**src/rtl/imem_loader.sv**
```systemverilog
// ============================================================================
// Module   : imem_loader
// Purpose  : Boot-time program loader. Assembles big-endian 32-bit words from
//            a byte stream and writes them to instruction memory from address
//            0 upward. The processor is released once the requested number of
//            words has been written.
// Revision : 1.0 - initial release
// ============================================================================
`default_nettype none

module imem_loader #(
   parameter int ADDR_W = 10,
   parameter int DEPTH  = 1024
) (
   input  logic              clk,
   input  logic              rst,
   input  logic              start,
   input  logic [ADDR_W:0]   len,
   input  logic              byte_valid,
   input  logic [7:0]        byte_data,
   output logic              byte_ready,
   output logic [ADDR_W-1:0] imem_a,
   output logic [31:0]       imem_d,
   output logic              imem_we,
   output logic              busy,
   output logic              done,
   output logic              cpu_run,
   output logic [ADDR_W:0]   words_loaded
);

   typedef enum logic [1:0] {
      S_IDLE  = 2'd0,
      S_RECV  = 2'd1,
      S_WRITE = 2'd2,
      S_DONE  = 2'd3
   } state_t;

   localparam logic [ADDR_W:0] DEPTH_W = (ADDR_W + 1)'(DEPTH);
   localparam logic [ADDR_W:0] ONE_W   = (ADDR_W + 1)'(1);

   state_t              state;
   logic [31:0]         asm_word;
   logic [1:0]          byte_cnt;
   logic [ADDR_W-1:0]   addr;
   logic [ADDR_W:0]     len_lat;
   logic [ADDR_W:0]     eff_len;
   logic                accept;
   logic [ADDR_W:0]     next_count;

   // Clamp the requested length so the write address can never wrap.
   always_comb begin
      eff_len    = (len > DEPTH_W) ? DEPTH_W : len;
      accept     = byte_valid && byte_ready;
      next_count = words_loaded + ONE_W;
   end

   // Load controller: state, handshake, word assembly and registered outputs.
   always_ff @(posedge clk or posedge rst) begin
      if (rst) begin
         state        <= S_IDLE;
         asm_word     <= '0;
         byte_cnt     <= '0;
         addr         <= '0;
         len_lat      <= '0;
         byte_ready   <= 1'b0;
         imem_a       <= '0;
         imem_d       <= '0;
         imem_we      <= 1'b0;
         busy         <= 1'b0;
         done         <= 1'b0;
         cpu_run      <= 1'b0;
         words_loaded <= '0;
      end else begin
         case (state)
            S_IDLE, S_DONE: begin
               if (start) begin
                  addr         <= '0;
                  byte_cnt     <= '0;
                  asm_word     <= '0;
                  words_loaded <= '0;
                  len_lat      <= eff_len;
                  if (eff_len == '0) begin
                     state      <= S_DONE;
                     byte_ready <= 1'b0;
                     busy       <= 1'b0;
                     done       <= 1'b1;
                     cpu_run    <= 1'b1;
                  end else begin
                     state      <= S_RECV;
                     byte_ready <= 1'b1;
                     busy       <= 1'b1;
                     done       <= 1'b0;
                     cpu_run    <= 1'b0;
                  end
               end
            end
            S_RECV: begin
               if (accept) begin
                  asm_word <= {asm_word[23:0], byte_data};
                  byte_cnt <= byte_cnt + 2'd1;
                  if (byte_cnt == 2'd3) begin
                     // Word complete: present it on the memory port next cycle.
                     imem_d     <= {asm_word[23:0], byte_data};
                     imem_a     <= addr;
                     imem_we    <= 1'b1;
                     byte_ready <= 1'b0;
                     state      <= S_WRITE;
                  end
               end
            end
            S_WRITE: begin
               imem_we      <= 1'b0;
               addr         <= addr + ADDR_W'(1);
               words_loaded <= next_count;
               if (next_count == len_lat) begin
                  state   <= S_DONE;
                  busy    <= 1'b0;
                  done    <= 1'b1;
                  cpu_run <= 1'b1;
               end else begin
                  state      <= S_RECV;
                  byte_ready <= 1'b1;
               end
            end
            default: begin
               state <= S_IDLE;
            end
         endcase
      end
   end

endmodule

`default_nettype wire

```
**config.mk**
```make
export PLATFORM = sky130hd
export DESIGN_NAME = imem_loader
export DESIGN_NICKNAME = d
export VERILOG_FILES = /design/src/rtl/imem_loader.sv
export SDC_FILE = /design/constraint.sdc
export NUM_CORES = 1
export LEC_CHECK = 0
export ABC_AREA = 1
export BUFFER_PORTS_ARGS = -buffer_cell sky130_fd_sc_hd__buf_4
export CAP_MARGIN = 20
export CORE_MARGIN = 1.5
export CORE_UTILIZATION = 40
export CTS_CLUSTER_SIZE = 14
export DETAILED_ROUTE_END_ITERATION = 8
export PLACE_DENSITY = 0.7
export SYNTH_ARGS = -nofsm -noshare
export SYNTH_HDL_FRONTEND = slang
export SYNTH_SLANG_ARGS = --single-unit
```
**constraint.sdc**
```tcl
create_clock -name clk -period 3.92 [get_ports clk]
set_input_delay 0.196 -clock clk [delete_from_list [all_inputs] [get_ports clk]]
set_output_delay 0.196 -clock clk [all_outputs]
set_load 0.02 [all_outputs]
```
# Word level (Yosys, flattened, before mapping)
# Index checks and enable logic that the tools add are counted.
# classes
n_reduce_logical	15
n_eq_ne	10
n_mux	32
order_cmp	1
addsub	3
# op_table
operator	count
24-bit two-way mux	2
24-bit one-hot mux with 2 select lines	1
11-bit two-way mux	2
11-bit one-hot mux with 2 select lines	1
10-bit one-hot mux with 2 select lines	1
3-bit AND reduction	5
2-bit two-way mux	7
11-bit by 1-bit adder with 11-bit output, second input constant	1
11-bit equality test	1
11-bit greater-than comparator, second input constant	1
11-bit zero test	1
1-bit two-way mux	11
10-bit by 1-bit adder with 10-bit output, second input constant	1
10-bit two-way mux	1
2-bit != test, second input constant	5
2-bit equality test, second input constant	3
1-bit one-hot mux with 2 select lines	3
2-bit one-hot mux with 3 select lines	1
2-bit nonzero test	3
2-bit one-hot mux with 2 select lines	1
2-bit AND reduction	2
4-bit AND reduction	1
1-bit one-hot mux with 3 select lines	1
2-bit by 1-bit adder with 2-bit output, second input constant	1
4 further kinds	4
# word_totals
output_inout_bits	58
ff_bits	106

# Depth between registers and ports, before layout
# Gate-level depths: netlist (run 1).
# logic_depth
ltp_word	6
ltp_mapped	15
ltp_nobuf	15

# Least setup slack after synthesis (run 1)
# OpenSTA, ideal clock, no wires.
# synth_timing
path_type	register -> register
startpoint	register words_loaded[0]
endpoint	register cpu_run
stages_incl_launch_ff	15
setup_ns	0.117
required_time_ns	3.803
setup_slack_ns	2.088
synth_period_minus_slack_ns	1.832
arrival_time_ns	1.715
path_cell_list	dfrtp_1 -> ha_1 -> nand2_2 -> nor2_4 -> nand2_4 -> nor2_2 -> nand2_2 -> nand2_2 -> nand2_1 -> nand2_1 -> nand2_1 -> o21bai_2 -> nand2_1 -> nand2_1 -> nand2_1
# synth_via
elab_chain_len	4
# synth_rtl
item	line	rtl
start, declared	28	output logic [ADDR_W:0] words_loaded
start signal, assigned	114	words_loaded <= next_count;
11-bit by 1-bit adder with 11-bit output	54	next_count = words_loaded + ONE_W;
11-bit equality test	115	if (next_count == len_lat) begin
2-bit != test (no line)	--	
3-bit AND reduction (no line)	--	
end signal, assigned	71	cpu_run <= 1'b0;
end signal, assigned	87	cpu_run <= 1'b1;
end signal, assigned	119	cpu_run <= 1'b1;
end, declared	27	output logic cpu_run,
# Every way passes these cells.
# A chain may end at the register's enable or synchronous reset.

# Final worst setup path (run 1)
# layout_timing
startpoint	register state[0]
endpoint	register byte_cnt[0]
# layout_via
elab_chain_len	4
word_cells_on_any_way	9
cone_classes	eq/ne (4); mux (1); reduce/logical (4)
# layout_rtl
item	line	rtl
start, declared	41	state_t state;
start signal, assigned	60	state <= S_IDLE;
start signal, assigned	83	state <= S_DONE;
start signal, assigned	89	state <= S_RECV;
2-bit equality test / 2-bit zero test (equally long branches)	74	case (state)
2-bit OR reduction	74	
2-bit != test (no line) / 2-bit nonzero test (equally long branches)	--	
3-bit AND reduction (no line)	--	
end signal, assigned	100	byte_cnt <= byte_cnt + 2'd1;
end, declared	43	logic [1:0] byte_cnt;
# Several ways; a longest one is shown, not always the timed one.

==> results of run 1 <==
==> power by group through the flow <==
stage / Combinational, mW / Clock [mW] / Sequential, mW
after floorplan: 0.803 / 0 / 1.59
after detailed placement: 1.29 / 0 / 1.52
after global routing: 1.46 / 0.933 / 1.53
final: 1.28 / 0.869 / 1.50
after CTS: 1.29 / 0.887 / 1.50
after global placement: 1.25 / 0 / 1.51
==> cell type report <==
cell class              count  area share (%)
repair buffers             82            10.8
clock inverters             5           0.767
flip-flops and latches    106            46.4
well taps                 143            3.13
multi-input cells         328            28.9
inverters                  87            5.76
clock buffers              11            4.25
==> worst reg2reg max path, cell delays in order (launching register included) <==
cell     delay, ns
dfrtp_1       0.39
inv_1         0.07
ha_1          0.36
inv_1         0.09
nor2_1        0.06
inv_1         0.07
nand2_1       0.06
nor2_2        0.72
inv_1         0.18
nand2_1       0.11
o21ai_0       0.08
==> layer usage <==
layer | routed length [um] | vias to the layer above | track usage (%)
met5 | 0 | - | 0
met4 | 162 | 0 | 5.23
met3 | 496 | 18 | 3.83
met2 | 4750 | 88 | 26.8
met1 | 4520 | 1751 | 21.7
li1 | - | 1884 | -
==> cells by family after synthesis <==
family / Yosys count / synth area share, %
simple gates: 215 / 20.2
flops: 106 / 56.6
compound gates: 102 / 12.2
buf+inv: 102 / 8.30
fa+ha+maj: 6 / 1.60
mux: 3 / 0.721
xor+xnor: 2 / 0.374
==> metrics by stage <==
step / setup slack [ns] / hold WS (ns) / instances / power (mW) / utilization [%]
after floorplan: 0.935 / 0.317 / 536 / 2.40 / -
after CTS: 1.59 / 0.0564 / 762 / 3.68 / 50.0
after global placement: 1.71 / 0.422 / 746 / 2.76 / 47.5
final: 1.58 / 0.0619 / 762 / 3.65 / 50.0
after detailed placement: 1.62 / 0.420 / 746 / 2.80 / 47.5
after global routing: 1.31 / 0.0928 / 762 / 3.92 / 50.0
==> worst paths after layout <==
path	startpoint	end	depth (start not counted)
min in group asynchronous	rst	words_loaded[8]	2
max in group asynchronous	rst	addr[2]	3
hold reg to reg	imem_a[2]	imem_a[2]	2
hold / removal	len[9]	len_lat[9]	3
setup / recovery	state[0]	byte_cnt[0]	10
setup reg to reg	state[0]	byte_cnt[0]	10
==> cell usage after synthesis (4+ instances only) <==
master	number	area share (%)
a21oi_1	7	0.75
clkbuf_1	12	0.96
dfrtp_1	106	57
ha_1	6	1.6
inv_1	86	6.9
nand2_1	125	10
nand2_2	4	0.53
nand3_1	36	3.8
nor2_1	28	2.2
nor2_2	5	0.67
nor3_1	5	0.53
nor3b_1	4	0.64
o21ai_0	50	5.3
o21ai_1	5	0.53
o22ai_1	36	4.8
==> state kept, by name, summed over array words and instances, names as in the netlist, 2 cells and up <==
register / flops
imem_a: 10
addr: 10
asm_word: 24
byte_cnt: 2
len_lat: 11
state: 2
imem_d: 32
words_loaded: 11
==> results by stage, run 1 <==
Logic synthesis:
- In the synthesized netlist the dominant register cell turns out to be dfrtp_1.
- The netlist uses 31 different library cells.
- Dividing the synthesized area by the synthesized cell count gives 8.74 um^2.
- During synthesis, Yosys emitted a total of 0 warnings.
- Synthesis inferred 106 register bits.
- The async set or reset register ratio after synthesis is 100%.
- The part of the Yosys area used for sequential elements is 56.6%.
- The number of flops mapped to enable cells by yosys is 0.
- The synthesized instance count is 536.
- The post-synthesis instance area is 4690 um^2.
- Counting every net in the synthesized netlist gives 565.

Timing:
- The maximum clock skew at final layout is 0.00773 ns.
- Setup repair after global routing left no endpoint under its margin.
- Of the available clock period, the critical path in the final layout requires 59.8%.
- The worst path in the final design needs a cycle of 2.34 ns, including I/O delays and setup.
- The final total negative setup slack is 0 ns.
- For this run, the top clock speed supported by timing is 427 MHz.
- In this run the tightest slew margin relative to its limit is 35.9%.
- At the pin with the least slew margin, the transition time is 0.960 ns.
- The number of hold-slack violations in the final timing report is 0.
- Setup violations remaining at the end of the flow were counted as 0.
- The max-slew violation total from the final report came to 0.

Power and ir drop:
- The worst voltage drop across the vdd grid is 0.000274 V.
- The analysis attributes to cell leakage a power of 2.86 nW.
- The design internal power is 2.26 mW.
- The proportion of total power due to net switching is 38.1%.
- Combinational logic is responsible for 35.1% of the overall power.
- Per report_power, the sequential group accounts for 41.1% of the total.
- Power spread over the standard cell area amounts to 639 nW/um^2.
- The power spent charging and discharging nets is 1.39 mW.
- The clock network fraction of total power is 23.8%.

Drt:
- The routed length per placed instance is 13.0 um.
- The number of vias per cell is 4.91.
- After detailed routing, the number of remaining DRC violations is 0.
- In this run the remaining antenna-violating nets after routing total 0.
- The starting DRC count in detailed routing is 244.
- The overall routed net length is 9.93 mm.
- The first detailed-routing pass took 4 iterations.
- The number of vias in the routed layout is 3741.

Cells and area:
- The final standard cell area without fillers is 5710 um^2.
- The signed area change from the synthesized netlist to the final layout is 21.9%.
- Fill cells in the final layout number 1081.
- Across the whole layout, storage elements account for 2650 um^2.
- The multi-input combinational cell area is 1650 um^2.
- The library cells used most frequently in the layout, excluding fill and tap cells, are nand2_1 (124), dfrtp_1 (106), inv_1 (85).
- 0 antenna diodes ended up in the layout.
- The most common library cell in the layout ignoring fill and taps is nand2_1.
- The share of layout cells above drive strength 1 is 19.4%.
- For this run, the post-layout net count is 643.

Setup path:
- Across all register-to-register paths, the minimum setup slack is 1.58 ns.
- The data required time at the worst endpoint is 4.11 ns.
- Counting stages on the worst path, the most repeated cell is inv_1.
- The critical path class is reg2reg.
- The dominant delay contributor by cell family on the critical path is simple AND/OR/NAND/NOR gates.
- The delay contributed by the slowest stage of the critical path is 0.72 ns.
- The slowest stage of the critical path belongs to the cell nor2_2.
- STA classifies the critical path startpoint as a flip-flop.
- The signal arrival time at the worst endpoint is 2.53 ns.
- The type of element capturing the critical path is a flip-flop.
- In this run the worst path has a maximum fanout of 26.
- The signal on the critical path passes through inv_1 -> ha_1 -> inv_1 -> nor2_1 -> inv_1 -> nand2_1 -> nor2_2 -> inv_1 -> nand2_1 -> o21ai_0.
- Counting both buffers and inverters, the worst setup path holds a total of 4.

Clock tree:
- The number of clock buffers added by TritonCTS is 9.
- The clock latency on the worst-skew pair is 0.35 ns.
- The clock root buffer is clkbuf_16.
- Clock-pin slew was measured on the worst setup and hold paths at 0.07 ns.
- Post-CTS repair changed the size of 0 cells.
- After clock tree synthesis, the flow added hold-fix buffers numbering 0.
- The clock net sink count is 106.
- In this run the post-CTS setup repair buffer count came out at 0.
- The CTS tree is built.
- The H-tree depth is 3.
- The maximum buffer depth of the clock tree is 2.

Die:
- The effective utilization at floorplan is 41.0%.
- The die is 111 um tall.
- The number of top-level design ports is 81.
- The floorplan die width is 111 um.
- The die covers 12400 um^2.
- After floorplanning, the core was divided into 39 placement rows.
- The core area is 11400 um^2.

Place:
- The HPWL reported at the end of detailed placement is 7.24 mm.
- The cell area reported after detailed placement is 5430 um^2.
- The count of buffers added on input and output ports is 80.
- The congestion estimate from routability-driven global placement came to 0.844.

Run status:
- The run finished with clean final reports.

Job:
- Across the run, the number of max-cap violations was 0.

GRT:
- The first global-routing pass estimated 16.6 mm of wire.
- The total global routing overflow is 0.
- The overall routing resource usage is 16.4%.
- The initial antenna violation count was 0.
- The number of global-route vias before repair is 3582.
- Entering global routing, the biggest net connects 80 pins.

Worst hold path:
- The worst hold-check path type is in2reg.
No activity file was read; power rests on OpenSTA's default activity.
==> inputs of run 2 (changes only) <==
--- a/config.mk
+++ b/config.mk
@@ -5,7 +5,7 @@
 export SDC_FILE = /design/constraint.sdc
 export NUM_CORES = 1
 export LEC_CHECK = 0
-export ABC_AREA = 1
+export ABC_AREA = 0
 export BUFFER_PORTS_ARGS = -buffer_cell sky130_fd_sc_hd__buf_4
 export CAP_MARGIN = 20
 export CORE_MARGIN = 1.5
==> constraint.sdc (replaced) <==
create_clock -name clk -period 2.35 [get_ports clk]
set_input_delay 0.1175 -clock clk [delete_from_list [all_inputs] [get_ports clk]]
set_output_delay 0.1175 -clock clk [all_outputs]
set_load 0.02 [all_outputs]
==> run 2 against run 1 <==
- the run now ends with DRC left
- hold slack got worse by 0.057 ns
- die area increased by 1.5%
- power increased by 52%
- sequential share of layout area decreased by 1.5 points
- worst setup slack got worse by 1.4 ns
- clock skew decreased by 0.00095 ns
- highest routed layer unchanged
- non-clock buffer count increased by 18
- global-route usage increased by 0.95 points
- critical endpoint is now busy
- first-iteration DRC count decreased by 33%
==> results by stage, run 2 <==
Run status:
- The flow ran to the end, but the final reports show violations.
- The checks that failed: DRC.

Power and ir drop:
- The static leakage power is 2.89 nW.
- Across the VDD grid, the largest voltage drop is 0.000533 V.
- Total power for the finished layout comes to 5.54 mW.
- In this run the power density over the cells is 939 nW/um^2.

Cells and area:
- The library cells used most frequently in the layout, excluding fill and tap cells, are dfrtp_1 (106), buf_4 (90), mux2_2 (43).
- The register with the most flip-flops in the layout has 32 of them.
- The share of layout cells above drive strength 1 is 33.5%.
- The largest registers in the layout are imem_d: 32 flops, asm_word: 24 flops.
- Leaving out fill and tap cells, the most frequent cell in the layout is dfrtp_1.
- The repair_antennas step left the layout with diodes totalling 0.
- The signed area change from the synthesized netlist to the final layout is 24.0%.
- The final layout contains 514 nets.
- The most flop-heavy register is imem_d.

Setup path:
- For the worst setup path, the data required time is 2.59 ns.
- The worst-path maximum fanout is 11.
- The dominant delay contributor by cell family on the critical path is compound AO/OA/AOI/OAI gates.
- The critical path class is reg2reg.
- The type of element capturing the critical path is a flip-flop.
- The slowest stage of the critical path belongs to the cell dfrtp_1.
- In this design, the stage delay of the slowest critical-path cell is 0.56 ns.
- The signal arrival time at the worst endpoint is 2.38 ns.
- The critical path goes through and4_4 -> nand2_1 -> xor2_1 -> a2111oi_4 -> nand2_2 -> a31o_1.
- Together, buffers and inverters on the worst path number 0.
- The type of element launching the critical path is a flip-flop.

Logic synthesis:
- The net count of the mapped netlist is 424.
- After synthesis, the netlist uses 56 different library cells.
- The area fraction in and, or, nand and nor cells after synthesis is 11.5%.
- In this run, synthesis produced a sequential element count of 106.
- Each instance of the synthesized netlist takes up on average 12.0 um^2.
- The synthesized netlist occupies a cell area of 4760 um^2.
- In the synthesized netlist the dominant register cell turns out to be dfrtp_1.
- Counting instances in the post-synthesis netlist gives the leading cell types as dfrtp_1 (106), mux2_2 (43), nand2_1 (37).
- The biggest area contributor in the post-synthesis netlist is dfrtp_1.
- The portion of synthesized area spent on multiplexers is 10.7%.
- The share of the Yosys chip area taken by registers is 55.8%.
- The number of flops mapped to enable cells by yosys is 0.
- The xor/xnor share of the synthesized area is 2.95%.
- The synthesized instance count is 395.
- By area, the combinational part of the netlist is dominated by compound AO/OA/AOI/OAI gates.
- For this run, asynchronously set or reset flops after synthesis account for 100%.
- The Yosys step of the flow raised 0 warnings.
- The synthesized netlist devotes 14.5% of its cell area to compound gates.
- Yosys attributes the largest share of cell area to dfrtp_1 (56%), mux2_2 (10%), a22o_1 (6.1%).
- The arithmetic-cell share of the synthesized area counting full adders, half adders and majority gates is 1.58%.
- The share of synthesized area in the top cell type comes to 55.8%.
- The cell with the most instances after synthesis is dfrtp_1.

Timing:
- The number of failing setup endpoints in the final timing report is 0.
- Setup repair after global routing left no endpoint under its margin.
- In the finished design, the share of the clock period the worst path needs comes to 90.9%.
- The maximum clock skew at final layout is 0.00677 ns.
- Timing would allow up to 468 MHz.
- The slew at the pin closest to its max-slew limit is 0.744 ns.
- The minimum period implied by the final worst setup slack is 2.14 ns.
- The worst slew slack as a fraction of its limit is 50.1%.
- The number of hold-slack violations in the final timing report is 0.
- The max-slew violation total from the final report is 0.
- The final total negative setup slack is 0 ns.

Job:
- Max-cap violations in this run came to 0.

GRT:
- The wire length of the first global-routing pass is 17.5 mm.
- Global routing used 17.4% of the available tracks across all layers.
- The initial antenna violation count is 0.
- Entering global routing, the biggest net connects 64 pins.
- The number of global-route vias before repair is 3540.
- The total global routing overflow is 0.

Clock tree:
- The buffer count from post-CTS setup fixing is 0.
- The clock root buffer is clkbuf_16.
- The maximum buffer depth of the clock tree is 2.
- The clock transition time at the flip-flop clock pins of the worst setup and hold paths is 0.07 ns.
- The H-tree generated during clock tree synthesis spans 3 levels.
- The clock reaches the later pin of the worst-skew pair after 0.35 ns.
- The CTS tree is built.
- The clock net sink count is 106.
- For this design, the CTS-stage hold fixing added 9 buffers.
- Clock tree synthesis inserted a total of 9 buffers.
- After clock tree synthesis, the repair step resized 0 gates.

Drt:
- The detailed router placed 3480 vias in this run.
- The number of search-and-repair iterations in the first detailed-routing pass is 6.
- Summed over all layers, the routed wires come to 10.4 mm.
- The first routing iteration left 163 violations.
- The routed length per placed instance is 16.4 um.
- Using the TritonRoute via totals, the vias-per-cell ratio works out to 5.50.
- The antenna violation net count after detailed routing is 0.
- After detailed routing, the number of remaining DRC violations is 6.

Die:
- The number of top-level design ports is 81.
- The floorplan die width is 112 um.
- The number of core rows is 39.
- For this configuration, the core starts out at a cell density of 41.3%.
- The core area is 11500 um^2.
- The floorplan step set the die height to 112 um.
- The floorplan die area is 12600 um^2.

Place:
- Detailed placement finished with a half-perimeter wire length of 7.15 mm.
- In this run the tool buffered the top-level ports with 80 buffer cells.
- The routability congestion estimate from global placement is 0.851.

Worst hold path:
- The worst hold-check path type is in2reg.
-- run 2: cell count changes in the layout (fill, tap and decap cells not counted), sizes merged, moves of 7 or more --
cell / previous run / this run
xnor2: 1 / 8
dlygate4sd3: 0 / 9
xor2: 1 / 8
inv: 89 / 7
nor2: 35 / 17
nand4: 1 / 8
buf: 82 / 91
a22o: 0 / 33
nand3: 37 / 6
mux2: 3 / 44
o21ai: 56 / 29
nand2: 131 / 38
nand2b: 0 / 7
o22ai: 36 / 1
-- run 2: worst paths after layout --
kind                                 startpoint           end  slack (ns)  cells past startpoint
worst min register to register     asm_word[18]  asm_word[18]        0.50                      1
worst min-delay path               byte_data[6]   asm_word[6]       0.005                      2
max in group asynchronous                   rst    len_lat[4]        1.40                      4
worst max-delay path            words_loaded[2]          busy        0.21                      6
min in group asynchronous                   rst    imem_d[20]        0.22                      3
worst max register to register  words_loaded[2]          busy        0.21                      6
-- run 2: area by class of cell --
class                           count  area [um^2]
Multi-Input combinational cell    261         1970
Tap cell                          143          179
Clock inverter                      6         53.8
Inverter                            7         30.0
Clock buffer                       10          229
Fill cell                        1029         5620
Timing Repair Buffer              100          786
Sequential cell                   106         2650
-- run 2: per-layer routing --
metal	global-route usage, %	vias to the layer above	wire length [um]
li1	-	1621	-
met1	22.7	1741	4490
met2	27.3	98	4880
met3	5.99	20	833
met4	5.82	0	183
met5	0	-	0
-- run 2: logic make-up (layout without fill, tap and decap cells) --
logic type | count (synthesis) | count (layout)
adder cells (fa/ha/maj) | 6 | 6
multiplexers | 45 | 45
AO/OA/AOI/OAI | 94 | 94
flip-flops | 106 | 106
XOR/XNOR | 16 | 16
AND/OR/NAND/NOR | 100 | 100
buffers and inverters | 28 | 123
-- run 2: worst reg2reg max path: stages (launching register included) --
cell	delay [ns]
dfrtp_1	0.56
and4_4	0.32
nand2_1	0.12
xor2_1	0.22
a2111oi_4	0.45
nand2_2	0.13
a31o_1	0.24
-- run 2: per-stage QoR --
stage,setup slack [ns],instance area (um^2),cells,hold slack [ns],utilization (%)
finish,0.215,5900,633,0.00504,51.2
global route,0.0781,5900,633,0.00878,51.2
CTS,0.210,5900,633,0.00110,51.2
detailed placement,0.225,5530,608,0.0370,48.0
global placement,0.292,5530,608,0.0325,48.0
floorplan,0.182,4760,395,0.250,-
-- run 2: power by group --
group | internal [mW] | switching (mW) | leakage (nW)
logic | 0.720 | 1.03 | 1.31
clock network | 0.732 | 0.694 | 0.132
registers | 2.10 | 0.264 | 1.45
total | 3.55 | 1.99 | 2.89
==> inputs of run 3 (changes only) <==
--- a/config.mk
+++ b/config.mk
@@ -10,8 +10,10 @@
 export CAP_MARGIN = 20
 export CORE_MARGIN = 1.5
 export CORE_UTILIZATION = 40
+export CTS_BUF_LIST = sky130_fd_sc_hd__clkbuf_8
 export CTS_CLUSTER_SIZE = 14
 export DETAILED_ROUTE_END_ITERATION = 8
+export GPL_TIMING_DRIVEN = 0
 export PLACE_DENSITY = 0.7
 export SYNTH_ARGS = -nofsm -noshare
 export SYNTH_HDL_FRONTEND = slang
==> run 3 against run 2 <==
- the run still ends with DRC left
- via count increased by 0.49%
- critical path depth increased by 1
- clock skew increased by 0.0045 ns
- clock-buffer cell count unchanged
- die area unchanged
- non-clock buffer count increased by 14
- cell count increased by 2.1%
- sequential power about the same
- register-to-register slack got worse by 0.09 ns
- power decreased by 4.4%
- highest routed layer unchanged
==> results by stage, run 3 (synthesized netlist as in run 2, its figures left out) <==
Timing:
- The number of hold-slack violations in the final timing report was 0.
- The worst slew slack as a fraction of its limit is 43.2%.
- The final total negative setup slack is 0 ns.
- The max-slew violation total from the final report was 0.
- The maximum clock frequency is 448 MHz.
- Between clock sinks in the finished design, the worst skew comes to 0.0113 ns.
- The slew at the pin closest to its max-slew limit is 0.850 ns.
- The minimum period implied by the final worst setup slack is 2.23 ns.
- Setup violations remaining at the end of the flow were counted as 0.
- The worst hold slack after final layout is 0.0175 ns.
- The final clock period utilization by the worst path is 94.9%.

Power and ir drop:
- IR analysis of the VDD net gives a maximum drop of 0.000519 V.
- The power per cell area is 894 nW/um^2.
- The analysis attributes to cell leakage a power of 2.90 nW.

Drt:
- The detailed router finished its first iteration with 121 violations.
- The antenna violation net count after detailed routing is 0.
- After detailed routing, the met2 layer carries 5.34 mm of wire.
- After detailed routing, the number of vias per cell comes to 5.41.
- In the detailed route, the total length drawn on met3 is 664 um.
- The overall routed net length is 10.8 mm.
- Before antenna repair, the detailed router went through 7 iterations.
- Across all layers, the routed design uses 3497 vias.
- The wire length the detailed router placed on met1 is 4.64 mm.
- The post-detailed-route DRC marker count is 6.
- The routed length per placed instance is 16.6 um.
- The highest routed metal layer is met4.

Run status:
- The run finished, with violations left.
- The checks that failed: DRC.

Clock tree:
- TritonCTS built the clock tree.
- The H-tree was split into 3 levels.
- Clock-pin slew was measured on the worst setup and hold paths at 0.10 ns.
- The clock root buffer is clkbuf_8.
- Buffers inserted during clock tree synthesis total 9.
- Counting along the longest clock path gives a buffer depth of 2.
- The clock latency on the worst-skew pair is 0.37 ns.
- Clock tree synthesis found a total of 106 sinks.

Die:
- Row generation in the floorplan step produced 39 rows.
- The core area is 11500 um^2.
- For this configuration, the core starts out at a cell density of 41.3%.
- The die outline height is 112 um.
- The number of top-level design ports is 81.
- The floorplan die width is 112 um.
- The floorplan die area is 12600 um^2.

Place:
- Once placement completed, the tool counted placed cells totaling 619.
- The congestion estimate from routability-driven global placement came to 0.870.
- The number of port buffers is 79.
- The HPWL reported at the end of detailed placement is 7.78 mm.

GRT:
- The first global-routing pass estimated 18.1 mm of wire.
- The number of global-route vias before repair came to 3632.
- The pin count of the biggest net entering global routing is 42.
- The total global routing overflow is 0.
- The overall routing resource usage is 18.0%.
- The initial antenna violation count came to 0.

Cells and area:
- The largest registers in the layout are imem_d: 32 flops, asm_word: 24 flops.
- After filler insertion, the fill cell instance count of the layout stands at 1025.
- The number of inserted diodes is 0.
- Leaving out fill and tap cells, the most frequent cell in the layout is dfrtp_1.
- In the layout the commonest cells are dfrtp_1 (104), buf_4 (81), mux2_2 (43).
- The total number of nets in the final design is 528.
- The signed area change from the synthesized netlist to the final layout is 24.4%.
- Of the cells placed in the final design, the portion with a size suffix greater than 1 is 33.6%.
- The end-of-flow core utilization is 51.4%.
- The register with the most flip-flops in the layout has 32 of them.
- The most flop-heavy register is imem_d.
- The final standard cell count with taps included and fillers excluded is 646.

Setup path:
- The data required time at the worst endpoint is 2.62 ns.
- For this design, the slowest cell found on the critical path is dfrtp_2.
- The critical path goes through ha_2 -> and3_2 -> nand3_1 -> o2111ai_1 -> nor4_4 -> nand2_2 -> a31o_1.
- The delay contributed by the slowest stage of the critical path is 0.50 ns.
- The type of element capturing the critical path is a flip-flop.
- The critical path class is reg2reg.
- STA puts the critical path data arrival time at 2.50 ns.
- The type of element launching the critical path is a flip-flop.
- The number of buffers and inverters on the critical path is 0.
- In this design, the largest share of critical-path delay is due to simple AND/OR/NAND/NOR gates.
- The worst-path maximum fanout is 9.

Job:
- The max-capacitance violation count is 0.

Worst hold path:
- The worst hold-check path type is in2reg.
run 3: cell count changes in the layout (fill, tap and decap cells not counted), sizes merged:
cell	before	now
clkbuf	10	24
clkinv	3	1
inv	7	8
bufinv	0	1
dlygate4sd3	9	13
clkinvlp	3	2
buf	91	87
run 3: worst register-to-register path: stages, from the launching register on:
cell	delay (ns)
dfrtp_2	0.50
ha_2	0.27
and3_2	0.25
nand3_1	0.17
o2111ai_1	0.21
nor4_4	0.38
nand2_2	0.13
a31o_1	0.23
run 3: worst paths after layout:
kind / from / endpoint / slack, ns / depth (start not counted)
setup / recovery: words_loaded[0] / busy / 0.12 / 7
hold / removal: len[2] / len_lat[2] / 0.02 / 3
setup reg to reg: words_loaded[0] / busy / 0.12 / 7
hold reg to reg: imem_a[3] / imem_a[3] / 0.51 / 2
max in group asynchronous: rst / imem_d[25] / 1.23 / 4
min in group asynchronous: rst / imem_d[19] / 0.46 / 3
run 3: area by class of cell:
class | count | area (um^2) | share of cell area [%]
Buffer | 20 | 118 | 1.99
Clock buffer | 10 | 138 | 2.33
Clock inverter | 5 | 62.6 | 1.06
Inverter | 7 | 30.0 | 0.507
Multi-Input combinational cell | 261 | 1970 | 33.4
Sequential cell | 106 | 2660 | 44.9
Tap cell | 143 | 179 | 3.02
Timing Repair Buffer | 94 | 763 | 12.9
run 3: repair_timing:
action / 4_1_cts / 5_1_grt
setup endpoints to repair: 21 / 44
cloned: 0 / 0
resized for setup: 6 / 5
hold buffers: 13 / 0
hold endpoints to repair: 56 / 0
buffers inserted: 0 / 0
run 3: per-stage QoR:
step	setup slack [ns]	area (um^2)	power, mW
after floorplan	0.182	4760	3.58
final	0.120	5920	5.29
after CTS	0.0363	5920	5.33
after global placement	-0.257	5530	4.07
after detailed placement	-0.261	5570	4.13
after global routing	-0.00206	5920	5.64
run 3: per-layer routing:
layer  track usage [%]  up-vias
met3              5.62       12
met4              5.06        0
met5                 0        -
met2              31.0      107
met1              22.1     1748
li1                  -     1630
run 3: power breakdown:
| group | internal (mW) | leakage (nW) | switching [mW] |
|---|---|---|---|
| Combinational | 0.734 | 1.35 | 1.03 |
| Sequential | 2.10 | 1.45 | 0.282 |
| Clock | 0.526 | 0.101 | 0.622 |
| Total | 3.36 | 2.90 | 1.94 |
